<file path="src/rtl/host_xfer_ctrl_pkg.sv">
// Shared types and default limits for the host transfer controller.
package host_xfer_ctrl_pkg;

    localparam int unsigned DefMaxXfer        = 4096;
    localparam int unsigned DefMaxOutstanding = 8;
    localparam int unsigned DefVaddrBits      = 48;
    localparam int unsigned DefLenBits        = 28;

    typedef enum logic [1:0] {
        StIdle,
        StIssue,
        StDrain,
        StDone
    } xfer_state_t;

    typedef struct packed {
        logic [DefVaddrBits-1:0] vaddr;
        logic [DefLenBits-1:0]   len;
        logic                    last;
    } xfer_req_t;

endpackage

</file>
<file path="src/rtl/host_xfer_out_cnt.sv">
// Outstanding-request counter: same-cycle inc/dec, full flag, underflow pulse.
module host_xfer_out_cnt #(
    parameter int unsigned MAX_COUNT = 8,
    parameter int unsigned CNT_BITS  = 4
) (
    input  logic                aclk,
    input  logic                areset,
    input  logic                inc,
    input  logic                dec,
    output logic [CNT_BITS-1:0] count,
    output logic                full,
    output logic                underflow
);

    logic [CNT_BITS-1:0] count_q, count_d;

    always_comb begin
        count_d   = count_q;
        underflow = 1'b0;
        if (inc && !dec) begin
            count_d = count_q + 1'b1;
        end else if (dec && !inc) begin
            // A completion with nothing in flight is an error; hold at zero.
            if (count_q == '0) begin
                underflow = 1'b1;
            end else begin
                count_d = count_q - 1'b1;
            end
        end
    end

    always_ff @(posedge aclk) begin
        if (areset) begin
            count_q <= '0;
        end else begin
            count_q <= count_d;
        end
    end

    assign count = count_q;
    assign full  = (count_q >= CNT_BITS'(MAX_COUNT));

endmodule

</file>
<file path="src/rtl/host_xfer_ctrl.sv">
// Splits a host transfer into chunked sq_rd/sq_wr requests and tracks completions.
// Optional HOST_XFER_STATS_EN adds cycle_cnt and req_cnt statistics outputs.
module host_xfer_ctrl
    import host_xfer_ctrl_pkg::*;
#(
    parameter int unsigned VADDR_BITS      = DefVaddrBits,
    parameter int unsigned LEN_BITS        = DefLenBits,
    parameter int unsigned MAX_XFER        = DefMaxXfer,
    parameter int unsigned MAX_OUTSTANDING = DefMaxOutstanding,
    parameter int unsigned CNT_BITS        = 4
) (
    input  logic                  aclk,
    input  logic                  areset,
    input  logic                  start,
    input  logic [VADDR_BITS-1:0] src_vaddr,
    input  logic [VADDR_BITS-1:0] dst_vaddr,
    input  logic [LEN_BITS-1:0]   total_len,
    output logic                  busy,
    output logic                  done,
    output logic                  err,
    output logic                  sq_rd_valid,
    input  logic                  sq_rd_ready,
    output logic [VADDR_BITS-1:0] sq_rd_vaddr,
    output logic [LEN_BITS-1:0]   sq_rd_len,
    output logic                  sq_rd_last,
    output logic                  sq_wr_valid,
    input  logic                  sq_wr_ready,
    output logic [VADDR_BITS-1:0] sq_wr_vaddr,
    output logic [LEN_BITS-1:0]   sq_wr_len,
    output logic                  sq_wr_last,
    input  logic                  cq_rd_valid,
`ifdef HOST_XFER_STATS_EN
    output logic [31:0]           cycle_cnt,
    output logic [15:0]           req_cnt,
`endif
    input  logic                  cq_wr_valid
);

    localparam logic [LEN_BITS-1:0] MaxXferLen = LEN_BITS'(MAX_XFER);

    xfer_state_t           state_q, state_d;
    logic [VADDR_BITS-1:0] src_ptr_q, src_ptr_d, dst_ptr_q, dst_ptr_d;
    logic [LEN_BITS-1:0]   remaining_q, remaining_d, chunk_len;
    logic                  rd_acc_q, rd_acc_d, wr_acc_q, wr_acc_d;
    logic                  chunk_last, in_issue, rd_hs, wr_hs;
    logic                  rd_full, wr_full, rd_uf, wr_uf, err_q;
    logic [CNT_BITS-1:0]   rd_out, wr_out;

    assign in_issue   = (state_q == StIssue);
    assign chunk_last = (remaining_q <= MaxXferLen);
    assign chunk_len  = chunk_last ? remaining_q : MaxXferLen;

    // Valid depends only on registered state, never on ready.
    assign sq_rd_valid = in_issue && !rd_acc_q && !rd_full;
    assign sq_wr_valid = in_issue && !wr_acc_q && !wr_full;
    assign rd_hs       = sq_rd_valid && sq_rd_ready;
    assign wr_hs       = sq_wr_valid && sq_wr_ready;

    assign sq_rd_vaddr = src_ptr_q;
    assign sq_rd_len   = chunk_len;
    assign sq_rd_last  = in_issue && chunk_last;
    assign sq_wr_vaddr = dst_ptr_q;
    assign sq_wr_len   = chunk_len;
    assign sq_wr_last  = in_issue && chunk_last;

    assign busy = (state_q != StIdle);
    assign err  = err_q;

    host_xfer_out_cnt #(
        .MAX_COUNT (MAX_OUTSTANDING),
        .CNT_BITS  (CNT_BITS)
    ) u_rd_cnt (
        .aclk      (aclk),
        .areset    (areset),
        .inc       (rd_hs),
        .dec       (cq_rd_valid),
        .count     (rd_out),
        .full      (rd_full),
        .underflow (rd_uf)
    );

    host_xfer_out_cnt #(
        .MAX_COUNT (MAX_OUTSTANDING),
        .CNT_BITS  (CNT_BITS)
    ) u_wr_cnt (
        .aclk      (aclk),
        .areset    (areset),
        .inc       (wr_hs),
        .dec       (cq_wr_valid),
        .count     (wr_out),
        .full      (wr_full),
        .underflow (wr_uf)
    );

    always_comb begin
        state_d     = state_q;
        src_ptr_d   = src_ptr_q;
        dst_ptr_d   = dst_ptr_q;
        remaining_d = remaining_q;
        rd_acc_d    = rd_acc_q;
        wr_acc_d    = wr_acc_q;
        done        = 1'b0;
        unique case (state_q)
            StIdle: begin
                if (start) begin
                    src_ptr_d   = src_vaddr;
                    dst_ptr_d   = dst_vaddr;
                    remaining_d = total_len;
                    state_d     = (total_len == '0) ? StDone : StIssue;
                end
            end
            StIssue: begin
                rd_acc_d = rd_acc_q | rd_hs;
                wr_acc_d = wr_acc_q | wr_hs;
                // Advance only once both sides have taken this chunk.
                if (rd_acc_d && wr_acc_d) begin
                    src_ptr_d   = src_ptr_q + VADDR_BITS'(chunk_len);
                    dst_ptr_d   = dst_ptr_q + VADDR_BITS'(chunk_len);
                    remaining_d = remaining_q - chunk_len;
                    rd_acc_d    = 1'b0;
                    wr_acc_d    = 1'b0;
                    if (chunk_last) begin
                        state_d = StDrain;
                    end
                end
            end
            StDrain: begin
                if (rd_out == '0 && wr_out == '0) begin
                    state_d = StDone;
                end
            end
            StDone: begin
                done    = 1'b1;
                state_d = StIdle;
            end
            default: state_d = StIdle;
        endcase
    end

    always_ff @(posedge aclk) begin
        if (areset) begin
            state_q     <= StIdle;
            src_ptr_q   <= '0;
            dst_ptr_q   <= '0;
            remaining_q <= '0;
            rd_acc_q    <= 1'b0;
            wr_acc_q    <= 1'b0;
            err_q       <= 1'b0;
        end else begin
            state_q     <= state_d;
            src_ptr_q   <= src_ptr_d;
            dst_ptr_q   <= dst_ptr_d;
            remaining_q <= remaining_d;
            rd_acc_q    <= rd_acc_d;
            wr_acc_q    <= wr_acc_d;
            if (rd_uf || wr_uf) begin
                err_q <= 1'b1;
            end
        end
    end

`ifdef HOST_XFER_STATS_EN
    logic [31:0] cycle_cnt_q;
    logic [15:0] req_cnt_q;
    logic        chunk_done;

    assign chunk_done = in_issue && (rd_acc_q || rd_hs) && (wr_acc_q || wr_hs);

    always_ff @(posedge aclk) begin
        if (areset) begin
            cycle_cnt_q <= '0;
            req_cnt_q   <= '0;
        end else if (state_q == StIdle && start) begin
            cycle_cnt_q <= '0;
            req_cnt_q   <= '0;
        end else if (busy) begin
            if (cycle_cnt_q != '1) begin
                cycle_cnt_q <= cycle_cnt_q + 1'b1;
            end
            if (chunk_done && req_cnt_q != '1) begin
                req_cnt_q <= req_cnt_q + 1'b1;
            end
        end
    end

    assign cycle_cnt = cycle_cnt_q;
    assign req_cnt   = req_cnt_q;
`endif

endmodule

</file>
<file path="config.mk">
export PLATFORM = sky130hd
export DESIGN_NAME = host_xfer_ctrl
export DESIGN_NICKNAME = d
export VERILOG_FILES = /design/src/rtl/host_xfer_ctrl_pkg.sv /design/src/rtl/host_xfer_out_cnt.sv /design/src/rtl/host_xfer_ctrl.sv
export SDC_FILE = /design/constraint.sdc
export NUM_CORES = 1
export LEC_CHECK = 0
export BUFFER_PORTS_ARGS = -buffer_cell sky130_fd_sc_hd__buf_2
export CAP_MARGIN = 30
export CORE_MARGIN = 1
export CORE_UTILIZATION = 54
export CTS_BUF_LIST = sky130_fd_sc_hd__clkbuf_16
export DETAILED_ROUTE_END_ITERATION = 16
export PLACE_DENSITY = 0.91
export SYNTH_ARGS = -nofsm -noshare
export SYNTH_HDL_FRONTEND = slang
export SYNTH_HIERARCHICAL = 1
export SYNTH_SLANG_ARGS = --single-unit
</file>
<file path="constraint.sdc">
create_clock -name aclk -period 4.9 [get_ports aclk]
set_input_delay 0.49 -clock aclk [delete_from_list [all_inputs] [get_ports aclk]]
set_output_delay 0.49 -clock aclk [all_outputs]
set_load 0.03 [all_outputs]
</file>
==> flow_summary_export.csv <==
group,metric,value,unit
status,outcome,"complete, no violations",
grt,grtUsageTotal,35.5,%
setup_path,reg2reg_to,"sq_rd_vaddr[29]",
sta,max_freq,211,MHz
sta,tns,0,ns
floorplanning,die_h,144,um
clock_tree,cts_htree_levels,4,
floorplanning,die_area,20700,sq um
grt,grt_pass1_wl,57200,um
sta,slew_viol_final,0,
sta,hold_viol,0,
setup_path,start_kind,"register",
final_layout,seq_area,2740,sq um
routing,drt_first_pass_iters,8,
place,gp_congestion,0.949,
sta,skew,0.0106,ns
routing,avgRoutedWirePerCell,19.5,um
routing,drc,0,
setup_path,worstReg2RegStart,"remaining_q[15]",
final_layout,most-common-layout-cells,"buf_2, nor2_1, dfxtp_1",
final_layout,final_common_cell,"buf_2",
hold_path,whs_endpoint,"sq_rd_vaddr[47]",
setup_path,rr_worst_depth,16,
hold_path,hold_class,"in2reg",
routing,routed_via_density,6.34,
logic_synthesis,yosys_warnings,6,
logic_synthesis,syn_avg_cell_area,7.76,sq um
place,post-dp-hpwl,27200,um
power_and_ir_drop,power.leakage,0.00582,uW
final_layout,layout-drive-gt1-share,22.1,%
power_and_ir_drop,internal-power,4250,uW
power_and_ir_drop,p_clk_share,13.5,%
routing,drtIter0Drc,1150,
place,port_buffers,259,
routing,drt_wl_total,37400,um
grt,antenna_found_initial,2,
clock_tree,clock_sinks,137,
hold_path,hold_depth,3,
logic_synthesis,synth_flop_cell,"dfxtp_1",
grt,grt_pass1_vias,11000,
sta,tightestPinTransition,0.850,ns
final_layout,nets,1842,
logic_synthesis,netlist.area_leader.share,25.2,%
setup_path,path_max_fanout,12,
logic_synthesis,synthTopCellsByArea,"dfxtp_1, ha_1, nor2_1",
power_and_ir_drop,power_frac_seq,22.3,%
clock_tree,worstSkewPairLatency,0.44,ns
floorplanning,io_pins,290,
logic_synthesis,async_flop_share,0,%
sta,min_period_over_period,96.7,%
logic_synthesis,syn-cell-area,10900,sq um
power_and_ir_drop,switching_share,53.1,%
setup_path,endpoint_kind,"register",
clock_tree,holdBufCountCts,0,
power_and_ir_drop,power_density,701,nW/um^2
sta,relSlewSlack,42.8,%
setup_path,r2r_slack,0.16,ns
floorplanning,core_area,19600,sq um
clock_tree,cts_buffers,17,
run,cap_violations,0,
setup_path,slowest_delay,0.60,ns
logic_synthesis,synth_edf_count,0,
place,placed_area,12300,sq um
floorplanning,die_width,144,um
final_layout,final_cell_area,12900,sq um
floorplanning,row_count,51,
clock_tree,cts-root-buf,"clkbuf_16",
setup_path,cpMostUsedCell,"and2_1",
routing,vias,12200,
sta,setup_viol,0,
power_and_ir_drop,p_sw,4800,uW
clock_tree,clockBufferDepth,2,
setup_path,required,5.23,ns
final_layout,multi_input_area,7610,sq um
logic_synthesis,ys_ff_latch,137,
grt,grt_overflow,0,
logic_synthesis,ys_types,85,
final_layout,area_growth,18.6,%
power_and_ir_drop,comb_power_share,64.2,%
logic_synthesis,ys_seq_area_share,25.2,%
final_layout,fillers,1656,
logic_synthesis,netlist_instances,1404,
floorplanning,start_util,55.6,%
setup_path,cp_data_arrival_time,5.07,ns
clock_tree,clk_pin_slew,0.06,ns
setup_path,worstSetupPathType,"reg2reg",
hold_path,min-delay-start,"src_vaddr[47]",
clock_tree,cts_tree,"built",
power_and_ir_drop,ir_drop,0.000379,V
setup_path,slowest_stage,"or4_4",
routing,ant_nets,0,
grt,grt_max_degree,77,
logic_synthesis,synth.largest_area_cell,"dfxtp_1",
sta,period_needed,4.74,ns
setup_path,crit_chain,"or4_4 > nor4b_4 > nand3b_1 > nor2b_2 > buf_4 > and2_1 > ha_1 > and2_1 > nand4_1 > a21oi_1 > nor2_1 > o221a_2 > o31ai_1 > a211oi_1 > o31a_1 > o21a_1",
[per-stage QoR]
stage / setup WS [ns] / util, % / power, uW / hold WS, ns / std cells
floorplan: 0.275 / - / 6080 / 0.456 / 1463
global placement: 0.239 / 62.5 / 7370 / 0.458 / 1875
detailed placement: 0.0999 / 62.7 / 7590 / 0.477 / 1877
CTS: 0.0440 / 65.5 / 8830 / 0.278 / 1909
global route: -0.00457 / 65.9 / 9610 / 0.283 / 1915
finish: 0.161 / 65.9 / 9050 / 0.272 / 1916
[Yosys cell counts (all sizes together), types with 17 or more instances]
cell and count:
nor2 147, dfxtp 137, nand2 102, a21oi 90
o21ai 80, clkbuf 77, ha 72, a22oi 60
buf 55, xnor2 45, o22ai 44, inv 39
nand3 37, a21o 35, nor3 35, xor2 25
a211oi 22, and2 21, nor4 21, a222oi 20
nand4 19, mux2i 17
[state kept, by name (all words and copies together) (netlist names)]
signal	flops
state_q	2
sq_wr_vaddr	48
sq_rd_vaddr	48
wr_acc_q	1
u_rd_cnt/count	4
rd_acc_q	1
remaining_q	28
err	1
u_wr_cnt/count	4
[layout make-up]
| type | instances | share of cell area (%) |
|---|---|---|
| sequential | 137 | 21.2 |
| multi-input combinational | 1154 | 59.0 |
| antenna | 1 | 0.0194 |
| timing repair buffer | 287 | 11.9 |
| inverter | 40 | 1.16 |
| clock inverter | 15 | 0.872 |
| clock buffer | 17 | 3.29 |
| tap | 265 | 2.57 |
[per-layer routing]
metal / vias to the layer above / global-route usage [%] / routed length, um
met4: 2 / 19.3 / 1610
met2: 761 / 59.3 / 17500
met3: 119 / 6.49 / 3650
li1: 5619 / - / -
met1: 5650 / 43.2 / 14600
met5: - / 0 / 9
[critical path, delay by kind of cell, from the launching register on]
family / cells / cell delay, ns
simple gates: 8 / 1.94
flops: 1 / 0.36
fa+ha+maj: 1 / 0.27
buf+inv: 1 / 0.18
compound gates: 6 / 1.86
[kinds of logic (layout without fill, tap and decap cells)]
group | count (synthesis) | after routing | synth area share (%)
buffers and inverters | 172 | 359 | 7.58
muxes | 19 | 19 | 1.84
xor gates and xnor gates | 70 | 70 | 5.63
DFF | 137 | 137 | 25.2
and+or+nand+nor | 455 | 455 | 20.6
AOI/OAI and AO/OA | 475 | 475 | 30.5
other | 2 | 62 | 0.0690
adders and majority gates | 74 | 74 | 8.64
[what timing repair did]
action	in CTS	in global routing
resized for setup	0	8
buffers inserted	0	6
endpoints found under the setup margin	0	36
[worst max path at each step]
stage,startpoint,to,slack (ns),cells after the start
finish,remaining_q[15],sq_rd_vaddr[29],0.16,16
detailed placement,remaining_q[15],sq_rd_vaddr[46],0.1,17
global placement,remaining_q[15],sq_rd_vaddr[46],0.24,17
global route,remaining_q[15],sq_wr_vaddr[28],-0.005,16
CTS,remaining_q[15],sq_rd_vaddr[46],0.04,17
floorplan,remaining_q[15],sq_wr_vaddr[42],0.28,17
[power groups by stage]
stage,Combinational [uW],Clock [uW],Sequential (uW)
floorplan,3710,0,2370
global placement,5390,0,1980
detailed placement,5580,0,2010
CTS,5620,1210,1990
global route,6270,1280,2060
finish,5810,1220,2020
Note: power is estimated with default switching activity, not from simulation.
